### config.mk
export PLATFORM = sky130hd
export DESIGN_NAME = seq_detect_bin
export DESIGN_NICKNAME = d
export VERILOG_FILES = /design/src/rtl/seq_detect_pkg.sv /design/src/rtl/seq_detect_bin_state_reg.sv /design/src/rtl/seq_detect_bin.sv
export SDC_FILE = /design/constraint.sdc
export NUM_CORES = 1
export LEC_CHECK = 0
export CORE_AREA = 2 2 39 41
export DETAILED_ROUTE_END_ITERATION = 10
export DIE_AREA = 0 0 41 43
export DONT_BUFFER_PORTS = 1
export PLACE_DENSITY = 0.7
export SLEW_MARGIN = 20
export SYNTH_ARGS = -nofsm -noshare
export SYNTH_HDL_FRONTEND = slang
export SYNTH_SLANG_ARGS = --single-unit
### constraint.sdc
create_clock -name clk -period 3.9 [get_ports clk]
set_input_delay 0.975 -clock clk [delete_from_list [all_inputs] [get_ports clk]]
set_output_delay 0.975 -clock clk [all_outputs]
set_load 0.1 [all_outputs]
### src/rtl/seq_detect_pkg.sv
// Items shared across the serial-pattern detector variants: width helper,
// elaboration-time KMP next-state function and the illegal-state recovery target.
package seq_detect_pkg;

    localparam int ILLEGAL_NEXT = 0;

    function automatic int clog2(input int v);
        int r;
        r = 0;
        while ((1 << r) < v) r++;
        return r;
    endfunction

    // Longest prefix of pat (up to the full pattern) that is a suffix of the
    // k matched bits followed by w; the result is the next automaton state.
    function automatic int next_state(input int k, input int w, input logic [15:0] pat,
                                      input int len, input bit overlap);
        logic [16:0] s;
        int          kk;
        int          best;
        bit          ok;
        best = ILLEGAL_NEXT;
        if (k <= len) begin
            kk = (k == len && !overlap) ? 0 : k;
            s = '0;
            s[0] = (w != 0);
            for (int i = 0; i < kk; i++) s[i+1] = pat[len-kk+i];
            for (int j = 1; j <= len && j <= kk + 1; j++) begin
                ok = 1'b1;
                for (int m = 0; m < j; m++)
                    if (s[j-1-m] != pat[len-1-m]) ok = 1'b0;
                if (ok) best = j;
            end
        end
        return best;
    endfunction

endpackage

### src/rtl/seq_detect_bin_state_reg.sv
// Parametrised register with asynchronous active-high reset to DEFAULT.
module state_reg #(
    parameter int               WIDTH   = 1,
    parameter logic [WIDTH-1:0] DEFAULT = '0
) (
    input  logic             clk,
    input  logic             Reset,
    input  logic [WIDTH-1:0] d,
    output logic [WIDTH-1:0] q
);

    always_ff @(posedge clk or posedge Reset) begin
        if (Reset) q <= DEFAULT;
        else       q <= d;
    end

endmodule

### src/rtl/seq_detect_bin.sv
// Binary-encoded Moore detector for PATTERN on a serial stream, with input
// enable and a saturating match counter.
module seq_detect_bin
    import seq_detect_pkg::*;
#(
    parameter int          LEN     = 4,
    parameter logic [15:0] PATTERN = 16'b1101,
    parameter bit          OVERLAP = 1'b1,
    parameter int          CNT_W   = 8,
    localparam int         SW      = clog2(LEN + 1)
) (
    input  logic             clk,
    input  logic             Reset,
    input  logic             en,
    input  logic             w,
    input  logic             clear_count,
    output logic [SW-1:0]    State,
    output logic             z,
    output logic [CNT_W-1:0] match_count,
    output logic             count_sat
);

    localparam logic [SW-1:0]    S_LEN   = SW'(LEN);
    localparam logic [CNT_W-1:0] CNT_MAX = '1;

    if (LEN < 2 || LEN > 16 || (PATTERN >> LEN) != 16'd0 || CNT_W < 1 || CNT_W > 32) begin : g_bad_param
        $error("seq_detect_bin: illegal LEN/PATTERN/CNT_W parameters");
    end

    // Constant next-state table indexed by {State, w}; unused encodings map to recovery.
    logic [SW-1:0] ns_tbl [0:2**(SW+1)-1];
    for (genvar k = 0; k < 2**SW; k++) begin : g_k
        for (genvar b = 0; b < 2; b++) begin : g_b
            localparam int NS = next_state(k, b, PATTERN, LEN, OVERLAP);
            assign ns_tbl[2*k+b] = SW'(NS);
        end
    end

    logic [SW-1:0]    state_d;
    logic [CNT_W-1:0] cnt_d;

    // Illegal encodings recover even while en is low.
    always_comb begin
        state_d = State;
        if (en || State > S_LEN) state_d = ns_tbl[{State, w}];
    end

    state_reg #(.WIDTH(SW), .DEFAULT('0)) u_state (
        .clk  (clk),
        .Reset(Reset),
        .d    (state_d),
        .q    (State)
    );

    assign z = (State == S_LEN);

    always_comb begin
        cnt_d = match_count;
        if (clear_count)
            cnt_d = '0;
        else if (en && state_d == S_LEN && !count_sat)
            cnt_d = match_count + CNT_W'(1);
    end

    always_ff @(posedge clk or posedge Reset) begin
        if (Reset) begin
            match_count <= '0;
            count_sat   <= 1'b0;
        end else begin
            match_count <= cnt_d;
            count_sat   <= (cnt_d == CNT_MAX);
        end
    end

endmodule

==> impl_metrics.ini, run 1 <==
[synthesis]
synth_warnings = 0
ys_types = 31
yosysSeqAreaShare_pct = 41.7
avgSynthCellArea_um2 = 9.22
synth_ff_type = dfrtp_1
ys_ff_latch = 12
syn-num-nets = 84
synthArstFlopShare_pct = 100
syn_area_um2 = 719
syn_inst = 78
synth_edf_count = 0

[route]
drt-pass1-iter-count = 4
routed-via-count = 596
wl_per_cell_um = 15.0
drtAntennaViolNets = 0
via_per_inst = 5.90
post-route-drc-count = 0
drt_iter0_markers = 8
wirelength_um = 1520

[clock_network]
cts_sinks = 12
cts_max_path_buffers = 2
cts_resized = 0
numCtsBuffers = 3
post_cts_buffers = 0
insertion_delay_ps = 280
htreeDepth = 1
tritoncts = yes
clk_pin_slew_ps = 80
cts_hold_buf = 0
clockRootBuffer = clkbuf_4

[place]
globalplace.congestion = 0.759
dp_hpwl_um = 1070
port_buffers = 0

[critical_path]
cpPeakStageDelay_ps = 630
cp-end-kind = output pin
r2r_cells = 5
path_max_fanout = 8
reg2reg_from = match_count[0]$_DFF_PP0_
required_ps = 2920
reg2reg_slack_ps = 1440
arrival_ps = 1760
worst-path-buf-inv = 2
slowest_stage = inv_1
cp-start-kind = flip-flop
cpLargestDelayFamily = buffers and inverters
r2r_end = count_sat$_DFF_PP0_
worstPathCellList = buf_4 > nor2_1 > nand2_1 > inv_1
timing.setup.critical_path_class = reg2out

[cells_and_area]
area.growth.synth_to_final_pct = 12.0
drive_gt1_share_pct = 17.6
antenna_cells = 0
nets = 92
fill_cells = 121

[run_status]
status = finished, final reports clean

[grt]
antenna_found_initial = 0
grt_pass1_vias = 606
grt_pass1_wl_um = 2620
gr-usage-met1_pct = 28.3
gr-max-usage-layer = met2
overflow = 0
met3_usage_pct = 7.33
grt_usage_pct = 22.8
met2_usage_pct = 32.2
grt_max_degree = 13

[floorplanning]
core_area_um2 = 1380
num_io_pins = 18
die_h_um = 43
rows = 14
start_util_pct = 52.0
die_w_um = 41
dieArea_um2 = 1760

[sta]
finalSetupViolCount = 0
period_needed_ps = 2740
setup_tns_ps = 0
rsz0062_at_grt = false
tightest_slew_ps = 1070
hold_viol = 0
drv_slew = 0
slew_headroom_pct = 28.5
fin_crit_sh_pct = 70.2
max_clock_freq_mhz = 365
hold_ws_ps = 585
finClkSkew_ps = 2.63

[power_and_ir_drop]
ir_worst_vdd_mv = 0.643
powerDensity_nw_per_um2 = 505
p_leak_nw = 0.359

[worst_hold_path]
worstHoldPathType = in2async

[flow_run]
cap_viol_max_count = 0
==> power by group <==
group	total (W)	switching [W]	internal, W
registers	0.000145	0.0000100	0.000135
logic	0.000161	0.000128	0.0000330
clock network	0.000101	0.0000444	0.0000568
==> layout by cell type, fill, tap and decap left out, drive strengths merged <==
cell / count
buf: 6
xor2: 1
clkbuf: 4
nor4: 3
o2111ai: 2
nand2: 7
o21ai: 3
o32ai: 1
nand2b: 1
nand3b: 1
inv: 4
o211ai: 1
or4: 1
nor2b: 4
dfrtp: 12
xnor2: 5
nor2: 12
o22ai: 1
mux2: 1
nand3: 3
and3: 1
nand4: 1
o31ai: 1
and4b: 1
mux2i: 1
a21oi: 3
nand4b: 2
ha: 1
nor3: 1
==> per-stage QoR <==
step | utilization (%) | cell area (um^2) | setup slack (ps) | total power (W) | std cells
floorplan | - | 719 | 1040 | 0.000286 | 78
global placement | 55.6 | 769 | 1500 | 0.000305 | 97
detailed placement | 55.6 | 769 | 1450 | 0.000307 | 97
CTS | 58.2 | 806 | 1160 | 0.000409 | 101
global route | 58.2 | 806 | 1060 | 0.000427 | 101
finish | 58.2 | 806 | 1160 | 0.000407 | 101
==> Yosys cell counts, types with 2 or more instances <==
cell type  instances  area (um^2)
dfrtp_1           12          300
nor2_1            12         45.0
nand2_1            7         26.3
xnor2_1            5         43.8
inv_1              4         15.0
nor2b_1            4         25.0
clkbuf_2           3         15.0
nand3_1            3         15.0
o21ai_0            3         15.0
a21oi_1            2         10.0
nor4_1             2         12.5
o2111ai_1          2         17.5
==> area by class of cell <==
type                       instances  area, um^2  area share, %
timing repair buffer               6        45.0           5.59
clock buffer                       4        36.3           4.50
sequential                        12         300           37.3
inverter                           4        15.0           1.86
multi-input combinational         59         389           48.3
tap                               16        20.0           2.48
==> sequential cells by signal, indices dropped and copies added (netlist names) <==
| register | cells |
|---|---|
| match_count | 8 |
| count_sat | 1 |
| u_state.q | 3 |
==> cell families after synthesis <==
| logic type | count (synthesis) | share of synthesized area (%) |
|---|---|---|
| compound gates | 12 | 11.3 |
| xor+xnor | 6 | 7.30 |
| fa+ha+maj | 1 | 1.74 |
| buf+inv | 7 | 4.17 |
| flops | 12 | 41.7 |
| mux | 2 | 2.96 |
| simple gates | 38 | 30.8 |
==> worst max path at each step <==
stage | from | endpoint | slack (ps) | cells past startpoint
3_5_place_dp | match_count[0]$_DFF_PP0_ | count_sat$_DFF_PP0_ | 1450 | 5
5_1_grt | u_state.q[1]$_DFF_PP0_ | z | 1060 | 4
3_3_place_gp | u_state.q[1]$_DFF_PP0_ | z | 1500 | 4
4_1_cts | u_state.q[0]$_DFF_PP0_ | z | 1160 | 4
2_1_floorplan | u_state.q[1]$_DFF_PP0_ | z | 1040 | 4
6_report | u_state.q[1]$_DFF_PP0_ | z | 1160 | 4
==> layer usage <==
metal | wire [um] | part of all wire, % | vias up
li1 | - | - | 291
met2 | 717 | 47 | 24
met1 | 656 | 43 | 274
met5 | 0 | 0 | -
met4 | 56 | 3.7 | 0
met3 | 84 | 5.5 | 7
No activity file was read; power rests on OpenSTA's default activity.
==> inputs of run 2 (changes only) <==
==> constraint.sdc (replaced) <==
create_clock -name clk -period 2.55 [get_ports clk]
set_input_delay 0.6375 -clock clk [delete_from_list [all_inputs] [get_ports clk]]
set_output_delay 0.6375 -clock clk [all_outputs]
set_load 0.1 [all_outputs]
==> run 2 against run 1 <==
Effect of this change:
- combinational power grew 50%
- flip-flop and latch count stayed put
- non-clock buffer count increased by 7
- count of clock-buffer cells in the layout unchanged
- design area grew 8.1%
- largest power group unchanged
- worst setup slack got worse by 650 ps
- via count rose by 8.6%
- clock skew down 2.3 ps
==> impl_metrics.ini, run 2 (synthesis results as in run 1) <==
[floorplanning]
start_util_pct = 52.0
dieArea_um2 = 1760
num_io_pins = 18
die_w_um = 41
die_h_um = 43
rows = 14
core_area_um2 = 1380

[sta]
setup_tns_ps = 0
setup_ws_ps = 515
rsz0062_at_grt = false
hold_viol = 0
drv_slew = 0
slew_headroom_pct = 69.1
finalSetupViolCount = 0
tightest_slew_ps = 462
period_needed_ps = 2030
finClkSkew_ps = 0.311
max_clock_freq_mhz = 491
fin_crit_sh_pct = 79.8

[critical_path]
slowest_stage = dfrtp_1
cpLargestDelayFamily = buffers and inverters
cp-start-kind = flip-flop
cpPeakStageDelay_ps = 350
worstPathCellList = buf_4 > nand2_1 > inv_1 > buf_12
timing.setup.critical_path_class = reg2out
cp-end-kind = output pin
required_ps = 1910
arrival_ps = 1400
worst-path-buf-inv = 3
path_max_fanout = 6

[route]
via_per_inst = 5.99
wirelength_um = 1560
drt-pass1-iter-count = 5
drt_iter0_markers = 18
drtAntennaViolNets = 0
wl_per_cell_um = 14.5
post-route-drc-count = 0
routed-via-count = 647

[cells_and_area]
nets = 99
area.growth.synth_to_final_pct = 21.0
antenna_cells = 0
layout_common_cells = nor2_1, dfrtp_1, buf_4, nand2_1, xnor2_1
drive_gt1_share_pct = 23.9
fill_cells = 119
largestRegisters = match_count (8), u_state.q (3), count_sat (1)
largest-register = match_count
largest_reg_flops = 8

[flow_run]
cap_viol_max_count = 0

[grt]
grt_usage_pct = 22.3
grt_pass1_wl_um = 2680
grt_max_degree = 13
antenna_found_initial = 0
overflow = 0
grt_pass1_vias = 615

[clock_network]
cts_hold_buf = 0
cts_max_path_buffers = 2
tritoncts = yes
numCtsBuffers = 3
cts_resized = 0
post_cts_buffers = 0
clockRootBuffer = clkbuf_4
insertion_delay_ps = 270
cts_sinks = 12
htreeDepth = 1
clk_pin_slew_ps = 70

[run_status]
status = finished, final reports clean

[power_and_ir_drop]
p_total_w = 0.000624
p_leak_nw = 0.399
powerDensity_nw_per_um2 = 717
ir_worst_vdd_mv = 0.678

[place]
dp_hpwl_um = 1200
port_buffers = 0
preCtsSetupSlack_ps = 720
globalplace.congestion = 0.802

[worst_hold_path]
worstHoldPathType = in2async
run 2: cell count changes in the layout (fill, tap and decap cells not counted):
cell,change
buf_4,+6
buf_12,+1
run 2: cell type report:
| type | instances | area [um^2] | share of cell area (%) |
|---|---|---|---|
| Clock buffer | 4 | 36.3 | 4.17 |
| Inverter | 4 | 15.0 | 1.72 |
| Multi-Input combinational cell | 59 | 389 | 44.7 |
| Sequential cell | 12 | 300 | 34.5 |
| Tap cell | 16 | 20.0 | 2.30 |
| Timing Repair Buffer | 13 | 110 | 12.6 |
run 2: where the power goes:
group	total [W]	switching (W)	internal (W)
clock	0.000149	0.0000625	0.0000867
sequential	0.000234	0.0000277	0.000207
combinational	0.000241	0.000185	0.0000557
run 2: worst paths after layout:
kind,from,to,slack [ps],depth (start not counted)
worst max-delay path,u_state.q[2]$_DFF_PP0_,z,520,4
worst min-delay path,Reset,match_count[6]$_DFF_PP0_,260,1
worst max register to register,match_count[0]$_DFF_PP0_,count_sat$_DFF_PP0_,800,5
worst min register to register,match_count[1]$_DFF_PP0_,match_count[1]$_DFF_PP0_,640,2
max in group asynchronous,Reset,match_count[7]$_DFF_PP0_,1980,1
min in group clk,clear_count,count_sat$_DFF_PP0_,420,1
run 2: routing by layer:
| metal | global-route usage, % | routed length [um] | vias to the layer above | part of all wire (%) |
|---|---|---|---|---|
| met1 | 31.5 | 670 | 304 | 43 |
| met4 | 8.00 | 22 | 0 | 1.4 |
| met5 | 0 | 0 | - | 0 |
| met3 | 4.71 | 108 | 5 | 6.9 |
| met2 | 32.8 | 763 | 29 | 49 |
| li1 | - | - | 309 | - |
run 2: metrics by stage:
stage          hold slack, ps  area [um^2]  instances  utilization (%)
3_5_place_dp              564          835        104             60.3
3_3_place_gp              567          835        104             60.3
6_report                  258          871        108             62.9
2_1_floorplan             502          719         78                -
4_1_cts                   270          871        108             62.9
5_1_grt                   295          871        108             62.9
